## src/rtl/rc4_key_dispatch_pkg.sv

```systemverilog
// rc4_pkg: shared types and defaults for the RC4 key-search dispatcher.
//   state_e           : dispatcher FSM states
//   key_t             : key word at the default key width
//   DEFAULT_KEY_BITS  : default key width in bits
//   DEFAULT_CHUNK_LOG : default log2 of keys per dispatched chunk
package rc4_pkg;

  localparam int unsigned DEFAULT_KEY_BITS  = 24;
  localparam int unsigned DEFAULT_CHUNK_LOG = 10;

  typedef logic [DEFAULT_KEY_BITS-1:0] key_t;

  typedef enum logic [1:0] {
    ST_IDLE,
    ST_DISPATCH,
    ST_DRAIN,
    ST_DONE
  } state_e;

endpackage

```

## src/rtl/rc4_key_dispatch_if.sv

```systemverilog
// rc4_key_dispatch_if: control, core handshake and status bundle of the
// key dispatcher.
//   start/abort                 : search control pulses
//   core_req/core_done/core_hit : per-core request level, done pulse, hit flag
//   core_hit_key                : per-core winning key, qualified by core_done
//   core_grant/core_base/core_end : chunk assignment to one core
//   kill/busy/finished/found/found_key : status
// Modport slave is the dispatcher; master is the controller/core side.
interface rc4_key_dispatch_if
  import rc4_pkg::*;
#(
  parameter int unsigned NUM_CORES = 4,
  parameter int unsigned KEY_BITS  = DEFAULT_KEY_BITS
);
  logic                               start;
  logic                               abort;
  logic [NUM_CORES-1:0]               core_req;
  logic [NUM_CORES-1:0]               core_done;
  logic [NUM_CORES-1:0]               core_hit;
  logic [NUM_CORES-1:0][KEY_BITS-1:0] core_hit_key;
  logic [NUM_CORES-1:0]               core_grant;
  logic [KEY_BITS-1:0]                core_base;
  logic [KEY_BITS-1:0]                core_end;
  logic                               kill;
  logic                               busy;
  logic                               finished;
  logic                               found;
  logic [KEY_BITS-1:0]                found_key;

  modport master (
    output start, abort, core_req, core_done, core_hit, core_hit_key,
    input  core_grant, core_base, core_end, kill, busy, finished, found, found_key
  );

  modport slave (
    input  start, abort, core_req, core_done, core_hit, core_hit_key,
    output core_grant, core_base, core_end, kill, busy, finished, found, found_key
  );
endinterface

```

## src/rtl/rc4_key_dispatch_rr_arbiter.sv

```systemverilog
// rr_arbiter: round-robin arbiter with a one-hot grant.
//   clk_i, rst_ni : clock, async active-low reset
//   req_i         : request vector
//   adv_i         : grant is taken; pointer moves past the winner
//   gnt_o         : one-hot grant (zero when no request)
//   valid_o       : some request is granted
module rr_arbiter #(
  parameter int unsigned NUM_CORES = 4
) (
  input  logic                 clk_i,
  input  logic                 rst_ni,
  input  logic [NUM_CORES-1:0] req_i,
  input  logic                 adv_i,
  output logic [NUM_CORES-1:0] gnt_o,
  output logic                 valid_o
);
  localparam int unsigned PW = (NUM_CORES > 1) ? $clog2(NUM_CORES) : 1;

  // ptr_q is the highest-priority core: one past the last core granted.
  logic [PW-1:0] ptr_q, ptr_d;
  logic [PW-1:0] win_idx, idx;
  logic [PW:0]   sum;

  always_comb begin
    gnt_o   = '0;
    valid_o = 1'b0;
    win_idx = '0;
    idx     = '0;
    sum     = '0;
    for (int unsigned k = 0; k < NUM_CORES; k++) begin
      sum = {1'b0, ptr_q} + (PW+1)'(k);
      if (sum >= (PW+1)'(NUM_CORES)) sum = sum - (PW+1)'(NUM_CORES);
      idx = sum[PW-1:0];
      if (!valid_o && req_i[idx]) begin
        valid_o      = 1'b1;
        gnt_o[idx]   = 1'b1;
        win_idx      = idx;
      end
    end
    ptr_d = ptr_q;
    if (adv_i && valid_o)
      ptr_d = (win_idx == PW'(NUM_CORES-1)) ? '0 : win_idx + PW'(1);
  end

  always_ff @(posedge clk_i or negedge rst_ni) begin
    if (!rst_ni) ptr_q <= '0;
    else         ptr_q <= ptr_d;
  end
endmodule

```

## src/rtl/rc4_key_dispatch.sv

```systemverilog
// rc4_key_dispatch: splits [KEY_LOWER, KEY_UPPER] into 2^CHUNK_LOG-key chunks
// and hands them round-robin to idle decryption cores; the first reported hit
// wins and kills the remaining cores.
//   clk   : system clock (rising edge)
//   reset : asynchronous active-low reset, release synchronised internally
//   bus   : rc4_key_dispatch_if.slave (control, core handshake, status)
module rc4_key_dispatch
  import rc4_pkg::*;
#(
  parameter int unsigned         NUM_CORES = 4,
  parameter int unsigned         KEY_BITS  = DEFAULT_KEY_BITS,
  parameter int unsigned         CHUNK_LOG = DEFAULT_CHUNK_LOG,
  parameter logic [KEY_BITS-1:0] KEY_LOWER = '0,
  parameter logic [KEY_BITS-1:0] KEY_UPPER = '1
) (
  input logic             clk,
  input logic             reset,
  rc4_key_dispatch_if.slave bus
);
  localparam int unsigned      KW         = KEY_BITS + 1;
  localparam logic [KEY_BITS:0] CHUNK_SPAN = KW'((64'd1 << CHUNK_LOG) - 64'd1);
  localparam logic [KEY_BITS:0] UPPER_W    = {1'b0, KEY_UPPER};

  logic [1:0] rst_sync_q;
  logic       rst_n;

  state_e               state_q, state_d;
  logic [KEY_BITS:0]    next_base_q, next_base_d;
  logic [NUM_CORES-1:0] outstanding_q, outstanding_d;
  logic [NUM_CORES-1:0] grant_q, grant_d;
  logic [KEY_BITS-1:0]  base_q, base_d, end_q, end_d, found_key_q, found_key_d;
  logic                 kill_q, kill_d, busy_q, busy_d;
  logic                 finished_q, finished_d, found_q, found_d;

  logic [NUM_CORES-1:0] eligible, arb_gnt, hit_mask;
  logic                 arb_valid, grant_fire, hit_seen, exhausted;
  logic [KEY_BITS-1:0]  hit_key;
  logic [KEY_BITS:0]    span_end, chunk_end;

  // Assert asynchronously, release on a clock edge.
  always_ff @(posedge clk or negedge reset) begin
    if (!reset) rst_sync_q <= '0;
    else        rst_sync_q <= {rst_sync_q[0], 1'b1};
  end
  assign rst_n = rst_sync_q[1];

  // A core finishing this cycle is only eligible from the next cycle on.
  assign eligible   = bus.core_req & ~outstanding_q & ~bus.core_done;
  assign grant_fire = (state_q == ST_DISPATCH) && arb_valid && !hit_seen && !bus.abort;

  rr_arbiter #(.NUM_CORES(NUM_CORES)) u_arb (
    .clk_i   (clk),
    .rst_ni  (rst_n),
    .req_i   (eligible),
    .adv_i   (grant_fire),
    .gnt_o   (arb_gnt),
    .valid_o (arb_valid)
  );

  // Extra top bit keeps next_base from wrapping past the last key.
  assign span_end  = next_base_q + CHUNK_SPAN;
  assign exhausted = (span_end >= UPPER_W);
  assign chunk_end = exhausted ? UPPER_W : span_end;

  assign hit_mask = bus.core_done & bus.core_hit;

  always_comb begin
    hit_key  = '0;
    hit_seen = 1'b0;
    for (int unsigned i = 0; i < NUM_CORES; i++) begin
      if (hit_mask[i] && !hit_seen) begin
        hit_key  = bus.core_hit_key[i];
        hit_seen = 1'b1;
      end
    end
  end

  always_comb begin
    state_d       = state_q;
    next_base_d   = next_base_q;
    outstanding_d = outstanding_q & ~bus.core_done;
    grant_d       = '0;
    base_d        = base_q;
    end_d         = end_q;
    kill_d        = kill_q;
    found_d       = found_q;
    found_key_d   = found_key_q;
    unique case (state_q)
      ST_IDLE, ST_DONE: begin
        if (bus.start) begin
          state_d       = ST_DISPATCH;
          next_base_d   = {1'b0, KEY_LOWER};
          outstanding_d = '0;
          found_d       = 1'b0;
          kill_d        = 1'b0;
        end
      end
      ST_DISPATCH: begin
        if (hit_seen) begin
          found_d     = 1'b1;
          found_key_d = hit_key;
          kill_d      = 1'b1;
          state_d     = ST_DRAIN;
        end else if (bus.abort) begin
          kill_d  = 1'b1;
          state_d = ST_DRAIN;
        end else if (grant_fire) begin
          grant_d       = arb_gnt;
          outstanding_d = outstanding_d | arb_gnt;
          base_d        = next_base_q[KEY_BITS-1:0];
          end_d         = chunk_end[KEY_BITS-1:0];
          next_base_d   = chunk_end + KW'(1);
          if (exhausted) state_d = ST_DRAIN;
        end
      end
      ST_DRAIN: begin
        if (!kill_q && hit_seen) begin
          found_d     = 1'b1;
          found_key_d = hit_key;
          kill_d      = 1'b1;
        end else if (bus.abort) begin
          kill_d = 1'b1;
        end
        if (~|outstanding_d) begin
          state_d = ST_DONE;
          kill_d  = 1'b0;
        end
      end
      default: state_d = ST_IDLE;
    endcase
    busy_d     = (state_d == ST_DISPATCH) || (state_d == ST_DRAIN);
    finished_d = (state_d == ST_DONE);
  end

  always_ff @(posedge clk or negedge rst_n) begin
    if (!rst_n) begin
      state_q       <= ST_IDLE;
      next_base_q   <= '0;
      outstanding_q <= '0;
      grant_q       <= '0;
      base_q        <= '0;
      end_q         <= '0;
      kill_q        <= 1'b0;
      busy_q        <= 1'b0;
      finished_q    <= 1'b0;
      found_q       <= 1'b0;
      found_key_q   <= '0;
    end else begin
      state_q       <= state_d;
      next_base_q   <= next_base_d;
      outstanding_q <= outstanding_d;
      grant_q       <= grant_d;
      base_q        <= base_d;
      end_q         <= end_d;
      kill_q        <= kill_d;
      busy_q        <= busy_d;
      finished_q    <= finished_d;
      found_q       <= found_d;
      found_key_q   <= found_key_d;
    end
  end

  assign bus.core_grant = grant_q;
  assign bus.core_base  = base_q;
  assign bus.core_end   = end_q;
  assign bus.kill       = kill_q;
  assign bus.busy       = busy_q;
  assign bus.finished   = finished_q;
  assign bus.found      = found_q;
  assign bus.found_key  = found_key_q;
endmodule

```

## src/flat_wrapper.sv

```systemverilog
// flat-port wrapper written by rule: the top's interface ports become plain ports
module rc4_key_dispatch_flat import rc4_pkg::*;
#(
  parameter int unsigned         NUM_CORES = 4,
  parameter int unsigned         KEY_BITS  = DEFAULT_KEY_BITS,
  parameter int unsigned         CHUNK_LOG = DEFAULT_CHUNK_LOG,
  parameter logic [KEY_BITS-1:0] KEY_LOWER = '0,
  parameter logic [KEY_BITS-1:0] KEY_UPPER = '1
)
  (clk, reset, bus_start, bus_abort, bus_core_req, bus_core_done, bus_core_hit, bus_core_hit_key, bus_core_grant, bus_core_base, bus_core_end, bus_kill, bus_busy, bus_finished, bus_found, bus_found_key);
  rc4_key_dispatch_if #(.NUM_CORES(NUM_CORES), .KEY_BITS(KEY_BITS)) bus_i ();
  input logic clk;
  input logic reset;
  input wire logic [$bits(bus_i.start)-1:0] bus_start;
  input wire logic [$bits(bus_i.abort)-1:0] bus_abort;
  input wire logic [$bits(bus_i.core_req)-1:0] bus_core_req;
  input wire logic [$bits(bus_i.core_done)-1:0] bus_core_done;
  input wire logic [$bits(bus_i.core_hit)-1:0] bus_core_hit;
  input wire logic [$bits(bus_i.core_hit_key)-1:0] bus_core_hit_key;
  output wire logic [$bits(bus_i.core_grant)-1:0] bus_core_grant;
  output wire logic [$bits(bus_i.core_base)-1:0] bus_core_base;
  output wire logic [$bits(bus_i.core_end)-1:0] bus_core_end;
  output wire logic [$bits(bus_i.kill)-1:0] bus_kill;
  output wire logic [$bits(bus_i.busy)-1:0] bus_busy;
  output wire logic [$bits(bus_i.finished)-1:0] bus_finished;
  output wire logic [$bits(bus_i.found)-1:0] bus_found;
  output wire logic [$bits(bus_i.found_key)-1:0] bus_found_key;
  assign bus_i.start = bus_start;
  assign bus_i.abort = bus_abort;
  assign bus_i.core_req = bus_core_req;
  assign bus_i.core_done = bus_core_done;
  assign bus_i.core_hit = bus_core_hit;
  assign bus_i.core_hit_key = bus_core_hit_key;
  assign bus_core_grant = bus_i.core_grant;
  assign bus_core_base = bus_i.core_base;
  assign bus_core_end = bus_i.core_end;
  assign bus_kill = bus_i.kill;
  assign bus_busy = bus_i.busy;
  assign bus_finished = bus_i.finished;
  assign bus_found = bus_i.found;
  assign bus_found_key = bus_i.found_key;
  rc4_key_dispatch #(.NUM_CORES(NUM_CORES), .KEY_BITS(KEY_BITS), .CHUNK_LOG(CHUNK_LOG), .KEY_LOWER(KEY_LOWER), .KEY_UPPER(KEY_UPPER)) u_core (.clk(clk), .reset(reset), .bus(bus_i));
endmodule
```

## config.mk

```make
export PLATFORM = sky130hd
export DESIGN_NAME = rc4_key_dispatch_flat
export DESIGN_NICKNAME = d
export VERILOG_FILES = /design/src/rtl/rc4_key_dispatch_pkg.sv /design/src/rtl/rc4_key_dispatch_if.sv /design/src/rtl/rc4_key_dispatch_rr_arbiter.sv /design/src/rtl/rc4_key_dispatch.sv /design/src/flat_wrapper.sv
export SDC_FILE = /design/constraint.sdc
export NUM_CORES = 1
export LEC_CHECK = 0
export ABC_AREA = 1
export CORE_ASPECT_RATIO = 1.5
export CORE_UTILIZATION = 53
export DETAILED_ROUTE_END_ITERATION = 10
export GPL_ROUTABILITY_DRIVEN = 0
export GPL_TIMING_DRIVEN = 0
export PLACE_DENSITY = 0.94
export SLEW_MARGIN = 20
export SYNTH_ARGS = -nofsm -noshare
export SYNTH_HDL_FRONTEND = slang
export SYNTH_SLANG_ARGS = --single-unit
```

## constraint.sdc

```tcl
create_clock -name clk -period 9.7 [get_ports clk]
set_clock_uncertainty 0.15 [all_clocks]
set_input_delay 1.94 -clock clk [delete_from_list [all_inputs] [get_ports clk]]
set_output_delay 1.94 -clock clk [all_outputs]
set_load 0.01 [all_outputs]
```

# Word-level counts from Yosys, hierarchy flattened
# Index checks and enable logic that the tools add are counted.
dict set report word_totals {
  ram_bits 0
  memories 0
  romBits 0
  word_cells 170
  latch_bits 0
  regBits 115
}
dict set report op_classes {
  n_shift 0
  magnitude_cmp 13
  addsub 10
  eq_ne 13
  reduce_logical 34
  mul 0
  bitwise_logic 12
  muxes 75
  n_div 0
}
# operator n
set ops {}
lappend ops {{2-to-1 mux 24 bit} 6}
lappend ops {{2-to-1 mux 25 bit} 5}
lappend ops {{one-hot mux 25 bit (2 select lines)} 1}
lappend ops {{2-to-1 mux 4 bit} 12}
lappend ops {{one-hot mux 24 bit (2 select lines)} 1}
lappend ops {{2-to-1 mux 2 bit} 15}
lappend ops {{adder 25 x 1 -> 25 bit, second input constant} 1}
lappend ops {{adder 25 x 10 -> 25 bit, second input constant} 1}
lappend ops {{>= comparator 25 x 24 -> 1 bit, second input constant} 1}
lappend ops {{2-to-1 mux 1 bit} 23}
lappend ops {{AND 4 bit} 4}
lappend ops {{bitwise OR 4 bit} 4}
lappend ops {{logical AND 1 bit} 15}
lappend ops {{< comparator 2 x 3 -> 1 bit, second input constant} 4}
lappend ops {{== test 2 bit, second input constant} 5}
lappend ops {{>= comparator 3 bit, second input constant} 3}
lappend ops {{logical NOT 1 bit} 9}
lappend ops {{binary-select mux 1 bit (select 2 bit)} 4}
lappend ops {{demux 1 bit (select 2 bit)} 4}
lappend ops {{>= comparator 2 x 1 -> 1 bit, second input constant} 4}
lappend ops {{inequality test 2 bit, second input constant} 4}
lappend ops {{NOT 4 bit} 2}
lappend ops {{one-hot mux 4 bit (2 select lines)} 1}
lappend ops {{subtractor 2 x 1 -> 2 bit, second input constant} 4}
lappend ops {{other kinds (17)} 24}

# Logic depth before layout (Yosys ltp)
# Gate-level depths: netlist of run 1.
dict set report logic_depth {
  word_depth 24
  mapped_depth 26
  depth_no_buf 24
}

# Cells and area by module
# A second synthesis of run 1 with hierarchy kept.
dict set report hier_totals {
  hier_cells 998
  area_unflattened_um2 7091.8
}
# mod area_each_um2 cells_each seq_area_each_um2 instances
set modules_own_cells {}
lappend modules_own_cells {rc4_key_dispatch 6542.5 906 2827.7 1}
lappend modules_own_cells {rr_arbiter 549.3 92 50.0 1}

# Worst setup path after synthesis of run 1
# No wires, ideal clock.
dict set report synth_path {
  kind {input port to flip-flop}
  start {input port bus_core_done[1]}
  end {register u_core.next_base_q[16]}
  slack_ns 5.740
  cell_stages 12
  t_required_ns 9.428
  n_path_buf 1
  setup_time_ns 0.122
  t_arrival_ns 3.688
  cell_sequence {nand2_1 -> and3_1 -> clkbuf_1 -> nand2_1 -> nor3_1 -> nand2_1 -> nor2_2 -> inv_1 -> nand2_2 -> clkinv_1 -> nand2_1 -> o21ai_1}
}
dict set report synth_via {
  elab_chain_cells 19
  word_cells_on_any_way 36
  cone_classes {2 x eq/ne; 15 x mux; 3 x bitwise; 16 x reduce/logical}
}
# item line
set synth_lines {}
lappend synth_lines {{start, declared} flat_wrapper.sv:17} ;# input wire logic [$bits(bus_i.core_done)-1:0] bus_core_done;
lappend synth_lines {{NOT 4 bit} rc4_key_dispatch.sv:48} ;# assign eligible = bus.core_req & ~outstanding_q & ~bus.core_done;
lappend synth_lines {{AND 4 bit} rc4_key_dispatch.sv:48}
lappend synth_lines {{binary-select mux 1 bit (select 2 bit)} rc4_key_dispatch_rr_arbiter.sv:34} ;# if (!valid_o && req_i[idx]) begin
lappend synth_lines {{2-to-1 mux 1 bit (not written as such)} rc4_key_dispatch_rr_arbiter.sv:34}
lappend synth_lines {{2-to-1 mux 1 bit} rc4_key_dispatch_rr_arbiter.sv:34}
lappend synth_lines {{logical NOT 1 bit} rc4_key_dispatch_rr_arbiter.sv:34}
lappend synth_lines {{logical AND 1 bit} rc4_key_dispatch_rr_arbiter.sv:34}
lappend synth_lines {{2-to-1 mux 1 bit} rc4_key_dispatch_rr_arbiter.sv:34}
lappend synth_lines {{logical NOT 1 bit} rc4_key_dispatch_rr_arbiter.sv:34}
lappend synth_lines {{logical AND 1 bit} rc4_key_dispatch_rr_arbiter.sv:34}
lappend synth_lines {{2-to-1 mux 1 bit} rc4_key_dispatch_rr_arbiter.sv:34}
lappend synth_lines {{logical NOT 1 bit} rc4_key_dispatch_rr_arbiter.sv:34}
lappend synth_lines {{logical AND 1 bit} rc4_key_dispatch_rr_arbiter.sv:34}
lappend synth_lines {{2-to-1 mux 1 bit} rc4_key_dispatch_rr_arbiter.sv:34}
lappend synth_lines {{logical AND 1 bit (3 in series)} rc4_key_dispatch.sv:49} ;# assign grant_fire = (state_q == ST_DISPATCH) && arb_valid && !hit_seen && !bus.abort;
lappend synth_lines {{inequality test 2 bit (no source line)} -}
lappend synth_lines {{AND reduction 5 bit (no source line) (*)} -}
lappend synth_lines {{end signal, assigned} rc4_key_dispatch.sv:150} ;# next_base_q <= next_base_d;
lappend synth_lines {{end, declared} rc4_key_dispatch.sv:28} ;# logic [KEY_BITS:0] next_base_q, next_base_d;
# Mark *: on every way between the ends. The rest lies on a longest branch, timed or not. The select of a mux whose other input is x is not followed.
# A chain may end at the register's enable or synchronous reset.

# Final worst setup path of run 1
dict set report layout_path {
  start {input port bus_core_done[0]}
  end {register u_core.next_base_q[22]}
}
# The elaborated chain is that of the path after synthesis.

==> results_dict.tcl, run 1 <==
set metrics [dict create \
    status "finished clean" \
    slew_viol_final 0 \
    diodes 0 \
    clock_path_buffers 2 \
    synth_edf_count 0 \
    slowest_stage "clkdlybuf4s50_1" \
    grt_pass1_vias 7839 \
    cts_tree "built" \
    slew_headroom 0.553 \
    rsz0062_at_grt "false" \
    vias 7858 \
    synth.yosys.warnings 0 \
    synth_top_area_share 0.416 \
    pre_cts_ws_ps 4190 \
    ctsHoldBuffers 0 \
    syn-num-nets 1056 \
    dieWidth_um 95.3 \
    dr.pass1.iters 8 \
    fmax_mhz 186 \
    root_buffer "clkbuf_16" \
    synth_ff_type "dfrtp_1" \
    layout.nets 1267 \
    synth_common_cells "nand2_1, dfrtp_1, nor2_1" \
    synth_most_common_cell "nand2_1" \
    hpwlAfterDp_um 18000 \
    fin_crit_sh 0.553 \
    drt_iter0_drc 771 \
    core_um2 12600 \
    drv_cap 0 \
    cp-end-kind "register" \
    reg2reg_depth 24 \
    drive_gt1_frac 0.0754 \
    synthToLayoutAreaGrowth_pct 40.4 \
    worst_pin_slew_ps 667 \
    drt-vias-per-instance 6.00 \
    leakage_nw 4.36 \
    cts_buffers 17 \
    placed_cells 1278 \
    synth_compound_area_frac 0.163 \
    gr-total-overflow 0 \
    synth_fa_ha_area_frac 0.0253 \
    die_y_um 142 \
    period_needed_ps 5360 \
    crit_path_max_fanout 10 \
    fin_setup_tns_ps 0 \
    worst_ep_required_time_ps 9850 \
    path_class "input port to register" \
    timing.final.hold_violations 0 \
    worstReg2RegStart "u_core.next_base_q[0]" \
    r2r_end "u_core.next_base_q[22]" \
    syn_inst 930 \
    synthSimpleGateAreaFrac 0.294 \
    wl_per_cell_um 19.1 \
    postCtsSetupBuffers 0 \
    cpMostUsedCell "nand2_1" \
    power_density_nw_per_um2 324 \
    ys_seq_elements 115 \
    antenna_found_initial 0 \
    synth_xor_area_frac 0.0148 \
    htreeDepth 4 \
    ys_types 45 \
    fin_ws_ps 4340 \
    clk_pin_slew_ps 60 \
    async_reset_ff_frac 1.00 \
    r2r_setup_slack_ps 5270 \
    cts_resized 0 \
    yosysTopAreaCell "dfrtp_1" \
    crit_chain "clkdlybuf4s50_1 > nand2_1 > and3_1 > clkbuf_1 > nand2_1 > nor3_1 > nand2_1 > nor2_2 > inv_1 > nand2_2 > clkinv_1 > nand2_1 > nand2_1" \
    slowest_delay_ps 550 \
    syn-cell-area_um2 6920 \
    ant_nets 0 \
    ir_drop_v 0.000227 \
    yosysSeqAreaShare 0.416 \
    ios 192 \
    grt_pass1_wl_um 39100 \
    drc 0 \
    start_kind "input port" \
    finalSetupViolations 0 \
    synth_top_family_by_area "simple AND/OR/NAND/NOR gates" \
    clk_latency_ps 430 \
    portBuffers 190 \
    num_rows 50 \
    critPathArrivalTime_ps 5520 \
    hp-class "register to async pin" \
    initial_core_util 0.550 \
    syn_area_per_cell_um2 7.44 \
    clkSinkCount 115 \
    synth_mux_area_frac 0 \
    die_area_um2 13500 \
    final-instance-count-excl-fill 1310 \
    yosys-top-cells-area "dfrtp_1, nand2_1, o21ai_0" \
    grt_start_max_net_pins 58 \
    totalWireLength_um 25100 \
    track_usage 0.385 \
]
-- state kept, by name, summed over array words and instances, names as in the netlist --
| register | count |
|---|---|
| u_core.bus.busy | 1 |
| u_core.bus.core_base | 24 |
| u_core.bus.core_end | 24 |
| u_core.bus.core_grant | 4 |
| u_core.bus.finished | 1 |
| u_core.bus.found | 1 |
| u_core.bus.found_key | 24 |
| u_core.bus.kill | 1 |
| u_core.next_base_q | 25 |
| u_core.outstanding_q | 4 |
| u_core.rst_sync_q | 2 |
| u_core.state_q | 2 |
| u_core.u_arb.ptr_q | 2 |
-- worst max-delay path: cells and delay by family --
family | cells | cell delay, ps
buffers and inverters | 4 | 1510
and+or+nand+nor | 9 | 2050
-- metrics by stage --
step / util / hold slack, ps / power, mW / area, um^2
floorplan: - / 181 / 1.75 / 6920
global placement: 0.717 / 189 / 2.32 / 9010
detailed placement: 0.722 / 39.9 / 2.37 / 9070
CTS: 0.772 / 39.3 / 3.08 / 9710
global route: 0.772 / 53.6 / 3.31 / 9710
finish: 0.772 / 36.7 / 3.15 / 9710
-- power breakdown --
part | switching [mW] | total (mW) | leakage (nW) | internal, mW
Sequential | 0.118 | 0.763 | 1.49 | 0.645
Clock | 0.236 | 0.678 | 0.306 | 0.442
Combinational | 1.06 | 1.71 | 2.56 | 0.644
-- placed cells by master (no fill, tap or decap), types with 3 or more instances in the layout --
cell type / n
o21ai_0: 80
nand4_1: 22
o32ai_1: 5
bufinv_16: 4
a21oi_1: 10
xor2_1: 5
inv_1: 98
clkbuf_16: 17
clkdlybuf4s50_1: 190
nand3_1: 65
xnor2_1: 3
nor2_4: 6
buf_6: 4
o22ai_1: 11
buf_2: 3
o31ai_1: 5
a41oi_1: 8
buf_1: 3
clkinv_1: 5
nor2_1: 99
nand2_2: 7
o21ai_1: 10
a31oi_1: 26
clkbuf_1: 26
clkinvlp_4: 3
nor2_2: 5
clkinv_2: 4
inv_2: 12
a221oi_1: 20
ha_1: 14
nand2_1: 233
dfrtp_1: 114
nand3b_1: 3
nor3_1: 7
-- area by class of cell --
| cell class | instances | area, um^2 |
|---|---|---|
| clock inverter | 13 | 180 |
| clock buffer | 19 | 453 |
| sequential | 115 | 2880 |
| timing repair buffer | 192 | 1960 |
| fill | 823 | 2860 |
| buffer | 36 | 169 |
| inverter | 115 | 432 |
| tap | 156 | 195 |
| multi-input combinational | 664 | 3440 |
-- worst max-delay path by stage --
stage	from	endpoint	slack (ps)	depth (start not counted)
CTS	bus_core_done[0]	u_core.next_base_q[22]	4560	13
global placement	bus_core_done[0]	u_core.next_base_q[16]	4180	13
floorplan	bus_core_done[1]	u_core.next_base_q[16]	5740	12
global route	bus_core_done[0]	u_core.next_base_q[19]	4130	13
finish	bus_core_done[0]	u_core.next_base_q[22]	4340	13
detailed placement	bus_core_done[0]	u_core.next_base_q[17]	4190	13
-- layer usage --
layer  up-vias  track usage  wire, um
li1       3532            -         -
met1      3603        0.390      8000
met2       542        0.646     12400
met3       181        0.111      2590
met4         0        0.301      2100
met5         -            0         0
-- logic make-up (layout without fill, tap and decap cells) --
family	after synthesis	count (layout)
adder cells (fa/ha/maj)	14	14
buffers and inverters	151	375
other	1	1
AND/OR/NAND/NOR	458	458
XOR/XNOR	10	10
AO/OA/AOI/OAI	181	181
flip-flops	115	115
Note: power is estimated with default switching activity, not from simulation.
==> run 2, diff against run 1 <==
CORE_UTILIZATION = 44   (was 53)
PLACE_DENSITY = 0.84   (was 0.94)
clock period = 4.71 ns   (was 9.7 ns; I/O delays follow)
==> run 2 against run 1 <==
Against the previous run:
- non-clock buffer count unchanged
- flip-flop and latch count unchanged
- die area increased by 20%
- worst setup slack worse by 4000 ps
- routed wire length fell by 4.3%
- via count down 5.3%
- global-route usage fell by 8.5 points
- sequential power increased by 100%
- register-to-register slack worse by 5000 ps
- critical path depth rose by 11
==> results_dict.tcl, run 2 (same netlist as run 1, synthesis figures left out) <==
set metrics [dict create \
    status "finished clean" \
    worst_ep_required_time_ps 4850 \
    period_needed_ps 4400 \
    track_usage 0.300 \
    grtUsageMet2 0.541 \
    fmax_mhz 227 \
    leakage_nw 4.40 \
    largest_register_ffs 25 \
    totalWireLength_um 24000 \
    fin_setup_tns_ps 0 \
    timing.final.hold_violations 0 \
    dr.pass1.iters 7 \
    root_buffer "clkbuf_16" \
    drt_iter0_drc 490 \
    hpwlAfterDp_um 18100 \
    clkSinkCount 115 \
    critPathArrivalTime_ps 4540 \
    drive_gt1_frac 0.0737 \
    drc 0 \
    core_um2 15200 \
    layout_common_cells "nand2_1, clkdlybuf4s50_1, dfrtp_1" \
    p_total_mw 6.54 \
    start_kind "register" \
    cpMostUsedCell "nand2_1" \
    finalSetupViolations 0 \
    die_y_um 156 \
    cp-end-kind "register" \
    grtUsageMet3 0.0610 \
    gr-total-overflow 0 \
    rsz0062_at_grt "false" \
    vias 7440 \
    crit_path_max_fanout 10 \
    slowest_stage "dfrtp_1" \
    slew_headroom 0.322 \
    diodes 0 \
    hp-class "register to async pin" \
    slowest_delay_ps 400 \
    path_class "register to register" \
    ant_nets 0 \
    postCtsSetupBuffers 0 \
    grt_start_max_net_pins 45 \
    clock_path_buffers 2 \
    num_rows 55 \
    critPathBufInv 5 \
    regMostFlops "u_core.next_base_q" \
    drt-vias-per-instance 5.50 \
    crit_chain "inv_1 > ha_1 > nand3_4 > nor2_4 > nand2_2 > buf_6 > nand2_1 > nand2_1 > nor2_1 > nand3_1 > nor2_2 > nand3_1 > nand2_1 > nor2_4 > buf_6 > buf_2 > buf_2 > nand2_1 > ha_1 > nand2_2 > nor2_1 > nand2_1 > nand3_1 > o21ai_1" \
    slew_viol_final 0 \
    cts_tree "built" \
    wl_per_cell_um 17.7 \
    die_area_um2 16200 \
    clk_pin_slew_ps 60 \
    power_density_nw_per_um2 664 \
    final_common_cell "nand2_1" \
    grtUsageMet1 0.311 \
    ctsHoldBuffers 0 \
    htreeDepth 4 \
    grt_pass1_vias 7476 \
    portBuffers 190 \
    drv_cap 0 \
    initial_core_util 0.455 \
    layout.nets 1267 \
    busiest_layer "met2" \
    fin_crit_sh 0.935 \
    post-route-util 0.647 \
    synthToLayoutAreaGrowth_pct 42.3 \
    dieWidth_um 104 \
    grt_pass1_wl_um 38000 \
    worst_pin_slew_ps 1010 \
    cp_top_family "simple AND/OR/NAND/NOR gates" \
    antenna_found_initial 0 \
    cts_resized 0 \
    ios 192 \
    clk_latency_ps 420 \
    cts_buffers 17 \
    ir_drop_v 0.000437 \
]
==> run 2: cell count changes in the layout (fill, tap and decap cells not counted), moves of 2 or more <==
cell,delta
clkinv_2,-4
bufinv_16,+3
clkbuf_8,+4
inv_6,-2
clkinvlp_4,-2
==> run 2: path summary, 6_finish.rpt <==
check	from	end	slack, ps	cells after the start
setup / recovery	u_core.next_base_q[0]	u_core.next_base_q[14]	310	24
hold / removal	u_core.rst_sync_q[1]	u_core.bus.found_key[14]	140	0
setup reg to reg	u_core.next_base_q[0]	u_core.next_base_q[14]	310	24
hold reg to reg	u_core.rst_sync_q[1]	u_core.bus.found_key[14]	140	0
max in group asynchronous	u_core.rst_sync_q[1]	u_core.bus.core_base[10]	3430	2
min in group clk	u_core.rst_sync_q[0]	u_core.rst_sync_q[1]	190	0
==> run 2: area by class of cell <==
cell class                      instances  area [um^2]
Fill cell                            1270         5360
Multi-Input combinational cell        664         3440
Sequential cell                       115         2880
Timing Repair Buffer                  192         1950
Clock buffer                           23          508
Inverter                              115          432
Tap cell                              199          249
Clock inverter                          8          218
Buffer                                 36          169
==> run 2: per-stage QoR <==
stage / cells / worst slack [ps] / hold WS [ps] / instance area (um^2)
floorplan: 930 / 1120 / 181 / 6920
global placement: 1319 / -158 / 185 / 9070
detailed placement: 1321 / 127 / 152 / 9120
CTS: 1352 / 448 / 158 / 9850
global route: 1352 / 66.8 / 188 / 9850
finish: 1352 / 308 / 144 / 9850
==> run 2: routing by layer <==
| layer | part of all wire | vias up | routed length (um) |
|---|---|---|---|
| li1 | - | 3528 | - |
| met1 | 0.35 | 3405 | 8500 |
| met2 | 0.51 | 389 | 12200 |
| met3 | 0.066 | 118 | 1590 |
| met4 | 0.068 | 0 | 1640 |
| met5 | 0 | - | 0 |
==> run 2: power by group <==
| group | switching (mW) | internal, mW | total (mW) |
|---|---|---|---|
| Sequential | 0.224 | 1.33 | 1.55 |
| Combinational | 2.08 | 1.32 | 3.40 |
| Clock | 0.458 | 1.13 | 1.59 |
==> run 2: worst register-to-register path, cell delays in order (launching register included) <==
cell     delay [ps]
dfrtp_1         400
inv_1           240
ha_1            320
nand3_4         130
nor2_4          120
nand2_2         120
buf_6           170
nand2_1          60
nand2_1         110
nor2_1          210
nand3_1         120
nor2_2          120
nand3_1         110
nand2_1         120
nor2_4           70
buf_6           150
buf_2           200
buf_2           230
nand2_1          90
ha_1            330
nand2_2         120
nor2_1          350
nand2_1          90
nand3_1         100
o21ai_1          80
==> run 3, diff against run 2 <==
GPL_ROUTABILITY_DRIVEN = 1   (was 0)
==> run 3 against run 2 <==
Against the previous run:
- fmax increased by 1.2%
- critical path depth unchanged
- flip-flop and latch count stayed put
- clock-buffer cell count unchanged
- via count shrank 0.56%
- final area decreased by 1.4%
- highest routed layer unchanged
==> results_dict.tcl, run 3 (same netlist as run 1, synthesis figures left out) <==
set metrics [dict create \
    drc 0 \
    htreeDepth 4 \
    worst_ep_required_time_ps 4860 \
    critPathArrivalTime_ps 4500 \
    gr-total-overflow 0 \
    crit_path_max_fanout 10 \
    drt-vias-per-instance 5.47 \
    grt_pass1_wl_um 37700 \
    antenna_found_initial 0 \
    num_rows 55 \
    slew_viol_final 0 \
    slew_headroom 0.343 \
    diodes 0 \
    worst_pin_slew_ps 979 \
    layout_common_cells "nand2_1, clkdlybuf4s50_1, dfrtp_1" \
    gp_congestion 1.01 \
    power_frac_comb 0.545 \
    vias 7398 \
    placed_cells 1321 \
    track_usage 0.298 \
    ant_nets 0 \
    grt_start_max_net_pins 42 \
    dieWidth_um 104 \
    drv_cap 0 \
    core_um2 15200 \
    fmax_mhz 230 \
    clock_path_buffers 2 \
    ctsHoldBuffers 0 \
    finalSetupViolations 0 \
    cts_resized 0 \
    clk_latency_ps 420 \
    regMostFlops "u_core.next_base_q" \
    ios 192 \
    die_area_um2 16200 \
    totalWireLength_um 23700 \
    postCtsSetupBuffers 0 \
    start_kind "register" \
    switching_power_mw 2.77 \
    internal_power_mw 3.48 \
    layout.nets 1267 \
    root_buffer "clkbuf_16" \
    stdcell_area_um2 9700 \
    final_common_cell "nand2_1" \
    period_needed_ps 4350 \
    clkSinkCount 115 \
    multi_input_comb_area_um2 3440 \
    ir_drop_v 0.000354 \
    final-instance-count-excl-fill 1353 \
    rsz0062_at_grt "false" \
    initial_core_util 0.455 \
    grt_pass1_vias 7340 \
    dr.pass1.iters 5 \
    cp-end-kind "register" \
    placed_area_um2 9110 \
    hp-class "register to async pin" \
    cts_tree "built" \
    power_switching_share 0.443 \
    fin_crit_sh 0.923 \
    clockPowerShare 0.206 \
    path_class "register to register" \
    power_density_nw_per_um2 645 \
    fillers 1360 \
    leakage_nw 4.33 \
    seq_area_um2 2880 \
    portBuffers 190 \
    clk_pin_slew_ps 60 \
    status "finished clean" \
    die_y_um 156 \
    power_frac_seq 0.248 \
    drt_iter0_drc 508 \
    largest_register_ffs 25 \
    synthToLayoutAreaGrowth_pct 40.3 \
    cts_buffers 17 \
    pre_cts_ws_ps 67.3 \
    wl_per_cell_um 17.5 \
    drive_gt1_frac 0.0728 \
    timing.final.hold_violations 0 \
    fin_ws_ps 362 \
    hpwlAfterDp_um 18500 \
]
run 3: final timing paths:
path / from / endpoint / slack [ps] / depth (start not counted)
worst max-delay path: u_core.next_base_q[0] / u_core.next_base_q[22] / 360 / 24
worst min-delay path: u_core.rst_sync_q[1] / u_core.bus.found_key[17] / 140 / 0
worst max register to register: u_core.next_base_q[0] / u_core.next_base_q[22] / 360 / 24
worst min register to register: u_core.rst_sync_q[1] / u_core.bus.found_key[17] / 140 / 0
max in group asynchronous: u_core.rst_sync_q[1] / u_core.next_base_q[7] / 3420 / 2
min in group clk: u_core.rst_sync_q[0] / u_core.rst_sync_q[1] / 200 / 0
run 3: cell type report:
cell class                 count  share of cell area
buffer                        36              0.0174
clock buffer                  23              0.0503
clock inverter                 9              0.0106
inverter                     115              0.0445
multi-input combinational    664               0.354
sequential                   115               0.297
tap                          199              0.0257
timing repair buffer         192               0.200
run 3: routing by layer:
layer | share of wire | wire length [um] | vias up | GRT usage
met1 | 0.36 | 8520 | 3482 | 0.311
met4 | 0.054 | 1290 | 0 | 0.169
met2 | 0.53 | 12500 | 307 | 0.552
met3 | 0.061 | 1450 | 81 | 0.0610
li1 | - | - | 3528 | -
met5 | 0 | 0 | - | 0
run 3: critical path, stage by stage, from the launching register on:
cell and delay (ps):
dfrtp_1 400, inv_1 240, ha_1 320, nand3_4 130, nor2_4 120, nand2_2 120, buf_6 170, nand3_1 60
nand2_1 50, nand2_1 120, nand3_1 140, nor2_1 170, nand3_1 110, nand2_1 120, nor2_4 70, buf_6 150
buf_2 200, buf_2 230, nand2_1 90, ha_1 340, nand3_4 140, nor2_4 250, nand3_1 140, nand3_1 120
nand2_1 60
run 3: through the flow:
step                total power [mW]   util  setup TNS (ps)  hold WS [ps]
CTS                             6.23  0.638               0           156
floorplan                       3.60      -               0           181
detailed placement              4.91  0.599               0           152
global route                    6.66  0.638               0           181
global placement                4.82  0.596          -16180           187
finish                          6.26  0.638               0           138
run 3: power by group through the flow:
stage	clock network [mW]	logic, mW	registers (mW)
finish	1.29	3.41	1.55
global route	1.35	3.72	1.59
CTS	1.30	3.37	1.55
detailed placement	0	3.34	1.56
global placement	0	3.26	1.57
floorplan	0	1.93	1.67
